### src/rtl/fetch_pkg.sv
// Shared types and helpers for the instruction fetch front end.
// Optional feature macro (used by fetch_queue): FETCH_QUEUE_STALL_CNT_EN.
package fetch_pkg;

   localparam int WORD_W     = 16;
   localparam int ADDR_W     = 16;
   localparam int LONG_BIT   = 15;
   localparam int WORD_BYTES = WORD_W / 8;

   typedef logic [WORD_W-1:0] word_t;
   typedef logic [ADDR_W-1:0] addr_t;

   // Opcode words with LONG_BIT set are followed by an immediate word.
   function automatic logic is_long(input word_t w);
      return w[LONG_BIT];
   endfunction

endpackage

### src/rtl/fetch_fifo.sv
// Circular buffer of {addr, word} entries for the fetch queue.
// One push per cycle; pop removes 0, 1 or 2 entries; flush empties it.
module fetch_fifo #(
   parameter  int DEPTH = 4,
   parameter  int DW    = 16,
   parameter  int AW    = 16,
   localparam int PTR_W = (DEPTH > 1) ? $clog2(DEPTH) : 1,
   localparam int CNT_W = PTR_W + 1
) (
   input  logic             clk,
   input  logic             rst,
   input  logic             flush,
   input  logic             push,
   input  logic [AW-1:0]    push_addr,
   input  logic [DW-1:0]    push_word,
   input  logic [1:0]       pop_n,
   output logic [AW-1:0]    head_addr,
   output logic [DW-1:0]    head_word,
   output logic [DW-1:0]    next_word,
   output logic [CNT_W-1:0] count
);

   logic [AW-1:0]    addr_mem [DEPTH];
   logic [DW-1:0]    word_mem [DEPTH];
   logic [PTR_W-1:0] wr_ptr;
   logic [PTR_W-1:0] rd_ptr;
   logic [PTR_W-1:0] rd_ptr_1;

   // Entry storage; contents are only ever read below the occupancy count.
   always_ff @(posedge clk) begin
      if (push) begin
         addr_mem[wr_ptr] <= push_addr;
         word_mem[wr_ptr] <= push_word;
      end
   end

   // Pointer and occupancy tracking; DEPTH is a power of 2 so pointers wrap naturally.
   always_ff @(posedge clk) begin
      if (rst || flush) begin
         wr_ptr <= '0;
         rd_ptr <= '0;
         count  <= '0;
      end else begin
         if (push) begin
            wr_ptr <= wr_ptr + PTR_W'(1);
         end
         rd_ptr <= rd_ptr + PTR_W'(pop_n);
         count  <= count + CNT_W'(push) - CNT_W'(pop_n);
      end
   end

   assign rd_ptr_1  = rd_ptr + PTR_W'(1);
   assign head_addr = addr_mem[rd_ptr];
   assign head_word = word_mem[rd_ptr];
   assign next_word = word_mem[rd_ptr_1];

endmodule

### src/rtl/fetch_queue.sv
// Instruction fetch front end: sequential prefetch into a small queue,
// one (possibly two-word) instruction per cycle to decode, redirect flush.
// Optional: FETCH_QUEUE_STALL_CNT_EN adds a saturating decode-stall counter.
module fetch_queue #(
   parameter int              WORD_W   = fetch_pkg::WORD_W,
   parameter int              ADDR_W   = fetch_pkg::ADDR_W,
   parameter int              DEPTH    = 4,
   parameter int              LONG_BIT = fetch_pkg::LONG_BIT,
   parameter logic [ADDR_W-1:0] RESET_PC = '0
) (
   input  logic              clk,
   input  logic              rst,
   output logic              mem_req,
   output logic [ADDR_W-1:0] mem_addr,
   input  logic              mem_ack,
   input  logic [WORD_W-1:0] mem_data,
   input  logic              redirect,
   input  logic [ADDR_W-1:0] redirect_pc,
   input  logic              hold,
   input  logic              consume,
   output logic              ir_valid,
   output logic [WORD_W-1:0] ir_out,
   output logic [WORD_W-1:0] k16_out,
   output logic [ADDR_W-1:0] pc_out
`ifdef FETCH_QUEUE_STALL_CNT_EN
   ,
   output logic [15:0]       stall_cnt
`endif
);

   localparam int PTR_W = (DEPTH > 1) ? $clog2(DEPTH) : 1;
   localparam int CNT_W = PTR_W + 1;
   localparam logic [CNT_W-1:0]  DEPTH_C = CNT_W'(DEPTH);
   localparam logic [ADDR_W-1:0] STEP    = ADDR_W'(WORD_W / 8);

   logic [ADDR_W-1:0] fetch_pc;
   logic              push;
   logic              pop;
   logic [1:0]        pop_n;
   logic              have_head;
   logic              have_two;
   logic              long_op;
   logic [ADDR_W-1:0] head_addr;
   logic [WORD_W-1:0] head_word;
   logic [WORD_W-1:0] next_word;
   logic [CNT_W-1:0]  count;

   assign mem_req  = !rst && (count < DEPTH_C);
   assign mem_addr = fetch_pc;
   // A word acked in the redirect cycle belongs to the old stream and is dropped.
   assign push     = mem_req && mem_ack && !redirect;

   // Fetch pc: reset, then redirect target (halfword aligned), else advance on each accepted word.
   always_ff @(posedge clk) begin
      if (rst) begin
         fetch_pc <= RESET_PC;
      end else if (redirect) begin
         fetch_pc <= redirect_pc & ~ADDR_W'(1);
      end else if (push) begin
         fetch_pc <= fetch_pc + STEP;
      end
   end

   fetch_fifo #(
      .DEPTH (DEPTH),
      .DW    (WORD_W),
      .AW    (ADDR_W)
   ) u_fifo (
      .clk       (clk),
      .rst       (rst),
      .flush     (redirect),
      .push      (push),
      .push_addr (fetch_pc),
      .push_word (mem_data),
      .pop_n     (pop_n),
      .head_addr (head_addr),
      .head_word (head_word),
      .next_word (next_word),
      .count     (count)
   );

   // Decode-side presentation; an empty queue shows zeros and the fetch pc.
   assign have_head = (count != '0);
   assign have_two  = (count >= CNT_W'(2));
   assign ir_out    = have_head ? head_word : '0;
   assign long_op   = ir_out[LONG_BIT];
   assign ir_valid  = have_head && (!long_op || have_two);
   assign k16_out   = (long_op && have_two) ? next_word : '0;
   assign pc_out    = have_head ? head_addr : fetch_pc;

   assign pop   = ir_valid && consume && !hold && !redirect;
   assign pop_n = !pop ? 2'd0 : (long_op ? 2'd2 : 2'd1);

`ifdef FETCH_QUEUE_STALL_CNT_EN
   // Count cycles where decode is willing but has no complete instruction.
   always_ff @(posedge clk) begin
      if (rst) begin
         stall_cnt <= '0;
      end else if (!ir_valid && !hold && (stall_cnt != 16'hFFFF)) begin
         stall_cnt <= stall_cnt + 16'd1;
      end
   end
`endif

endmodule

### config.mk
export PLATFORM = sky130hd
export DESIGN_NAME = fetch_queue
export DESIGN_NICKNAME = d
export VERILOG_FILES = /design/src/rtl/fetch_pkg.sv /design/src/rtl/fetch_fifo.sv /design/src/rtl/fetch_queue.sv
export SDC_FILE = /design/constraint.sdc
export NUM_CORES = 1
export LEC_CHECK = 0
export CORE_MARGIN = 5
export CORE_UTILIZATION = 56
export CTS_BUF_LIST = sky130_fd_sc_hd__clkbuf_2 sky130_fd_sc_hd__clkbuf_4 sky130_fd_sc_hd__clkbuf_8
export CTS_CLUSTER_DIAMETER = 200
export DETAILED_ROUTE_END_ITERATION = 10
export PLACE_DENSITY = 0.83
export SYNTH_ARGS = -nofsm -noshare
export SYNTH_HDL_FRONTEND = slang
export SYNTH_SLANG_ARGS = --single-unit
### constraint.sdc
create_clock -name clk -period 3.7 [get_ports clk]
set_input_delay 0.37 -clock clk [delete_from_list [all_inputs] [get_ports clk]]
set_output_delay 0.37 -clock clk [all_outputs]
set_load 0.005 [all_outputs]
==> results of run 1 <==
[layout make-up]
class | count | area (sq um)
sequential | 146 | 4170
fill | 749 | 3370
multi-input combinational | 220 | 2320
timing repair buffer | 110 | 1080
clock buffer | 20 | 256
tap | 143 | 179
clock inverter | 12 | 133
inverter | 15 | 56.3
[kinds of logic (layout without fill, tap and decap cells)]
logic type	after synthesis	in the layout	share of synthesized area [%]
multiplexers	67	67	19.1
AND/OR/NAND/NOR	91	91	7.84
adder cells (fa/ha/maj)	8	8	1.61
XOR/XNOR	17	17	2.23
buffers and inverters	42	157	2.96
AO/OA/AOI/OAI	35	35	3.72
flip-flops	146	146	62.5
other	1	2	0.0562
[synthesized netlist by cell type, drive strengths merged (2+ instances only)]
master,count,share of area [%]
mux2,17,2.9
xor2,10,1.3
nor2,14,0.79
nor3,5,0.62
or3,2,0.19
nor2b,32,3.0
dfxtp,22,6.6
and3,4,0.38
nand4,5,0.47
ha,7,1.3
mux2i,4,0.60
clkbuf,7,0.39
edfxtp,124,56
xnor2,7,0.92
mux4,46,16
a21oi,13,0.98
or2,3,0.28
a21o,2,0.23
o21a,10,1.1
buf,20,1.7
nand2,12,0.68
inv,15,0.84
nor4,6,0.56
o21ai,3,0.28
nand3,2,0.15
[worst max-delay path: stages, from the launching register on]
cell             delay [ps]
dfxtp_4                 620
buf_4                   500
mux2_2                  420
mux2i_1                 210
nand2_1                  80
nand2_1                  90
clkdlybuf4s50_1         500
[through the flow]
stage / std cells / hold slack [ps] / util [%] / area, sq um / worst slack (ps)
4_1_cts: 666 / 478 / 70.8 / 8190 / 401
3_5_place_dp: 634 / 501 / 67.5 / 7800 / 831
6_report: 666 / 500 / 70.8 / 8190 / 470
3_3_place_gp: 634 / 480 / 67.5 / 7800 / 896
5_1_grt: 666 / 473 / 70.8 / 8190 / 199
2_1_floorplan: 408 / 469 / - / 6670 / 1150
[state kept, by name, summed over array words and instances (netlist names)]
register         cells
u_fifo.rd_ptr        2
u_fifo.wr_ptr        2
u_fifo.addr_mem     60
u_fifo.count         3
u_fifo.word_mem     64
mem_addr            15
[where the power goes]
part           internal, mW  switching, mW
Sequential             1.81         0.0363
Combinational         0.128         0.0841
Clock                 0.622          0.572
[path summary, 6_finish.rpt]
check	startpoint	to	slack (ps)
max	u_fifo.rd_ptr[1]	ir_valid	470
min	redirect_pc[5]	mem_addr[5]	500
max reg2reg	u_fifo.rd_ptr[1]	u_fifo.count[2]	810
min reg2reg	u_fifo.wr_ptr[1]	u_fifo.wr_ptr[1]	500
[layer usage]
metal	vias to the layer above	share of wire (%)
li1	1783	-
met1	2007	42
met2	164	50
met3	17	6.6
met4	0	1.2
met5	-	0
==> flow_summary.yaml, run 1 <==
timing:
  rsz0062_at_grt: "false"
  post-route-period-util_pct: 87.3
  fin_worst_skew_ps: 7.99
  worst_slew_pin_slew_ps: 862
  min_period_ps: 3230
  maxSlewViolCount: 0
  hold_viol: 0
  setup_viol: 0
  slew_headroom_pct: 42.5
  max_freq_mhz: 310
  finalSetupTns_ps: 0
setup_path:
  startpoint_type: "flip-flop"
  worstPathArrival_ps: 2860
  cp-end-kind: "output port"
  r2r_cells: 9
  critPathMaxFanout: 28
  crit_type: "reg -> out"
  critPathRequiredTime_ps: 3330
floorplan:
  core_area_sq_um: 11600
  chipHeight_microns: 119
  die_area_sq_um: 14200
  die_w_microns: 119
  start_util_pct: 57.7
  core.rowCount: 39
  io_pins: 104
synth:
  synth_warnings: 0
  synth-edff-count: 124
  ys.flop_type: "edfxtp_1"
  avgSynthCellArea_sq_um: 16.4
  syn-instance-count: 407
  synth_seq_area_share_pct: 62.5
  yosysUniqueCellTypes: 48
  synthArstFlopShare_pct: 0
  synth_area_sq_um: 6670
  synth-seq-cells: 146
run_status:
  outcome: "completed"
cells_and_area:
  fin_nets: 556
  layout_commonest_cell: "edfxtp_1"
  mostFrequentLayoutCells: "edfxtp_1, clkdlybuf4s50_1, mux4_2, nor2b_1, dfxtp_1"
  drive_above_1_share_pct: 22.2
  diodes: 0
  area_delta_synth_final_pct: 22.8
place:
  portBuffers: 100
  place_hpwl_microns: 9100
  place_congestion: 0.807
global_route:
  grt_pass1_wl_microns: 22400
  first_global_vias: 4222
  use_met2_pct: 33.9
  met1_usage_pct: 26.6
  grt_max_degree: 52
  gr-usage-met3_pct: 5.36
  grt_overflow: 0
  grt_antenna_before_repair: 0
  busiest_layer: "met2"
  grtUsageTotal_pct: 20.4
pwr:
  leakage_nw: 2.70
  powerDensity_nw_per_um2: 397
  peakVddDrop_uv: 257
  finalPower_mw: 3.25
hold_path:
  holdPathStages: 3
  hp-class: "in -> reg"
routing:
  drt_first_pass_iters: 4
  dr_total_vias: 3971
  avgRoutedWirePerCell_microns: 20.7
  viasPerCell: 5.96
  antenna_left: 0
  drtIter0Drc: 315
  wirelength_microns: 13800
  drc_errors: 0
clocking:
  hold_buffers: 0
  cts_tree: "done"
  cts_buffers: 17
  cts_root_buffer: "clkbuf_8"
  clk_pin_slew_ps: 80
  htreeDepth: 4
  cts-resized-gates: 0
  clock_latency_ps: 430
  ctsLongestPathBuffers: 2
  post-cts-setup-buffers: 0
  cts.sinks: 146
job:
  maxCapViolations: 0
(Power assumes the default switching activity.)
==> inputs of run 2 (changes only) <==
--- a/config.mk
+++ b/config.mk
@@ -5,6 +5,7 @@
 export SDC_FILE = /design/constraint.sdc
 export NUM_CORES = 1
 export LEC_CHECK = 0
+export CAP_MARGIN = 10
 export CORE_MARGIN = 5
 export CORE_UTILIZATION = 56
 export CTS_BUF_LIST = sky130_fd_sc_hd__clkbuf_2 sky130_fd_sc_hd__clkbuf_4 sky130_fd_sc_hd__clkbuf_8
==> results of run 2 <==
Same layout as run 1: the final DEF is identical, and so are final timing and power.
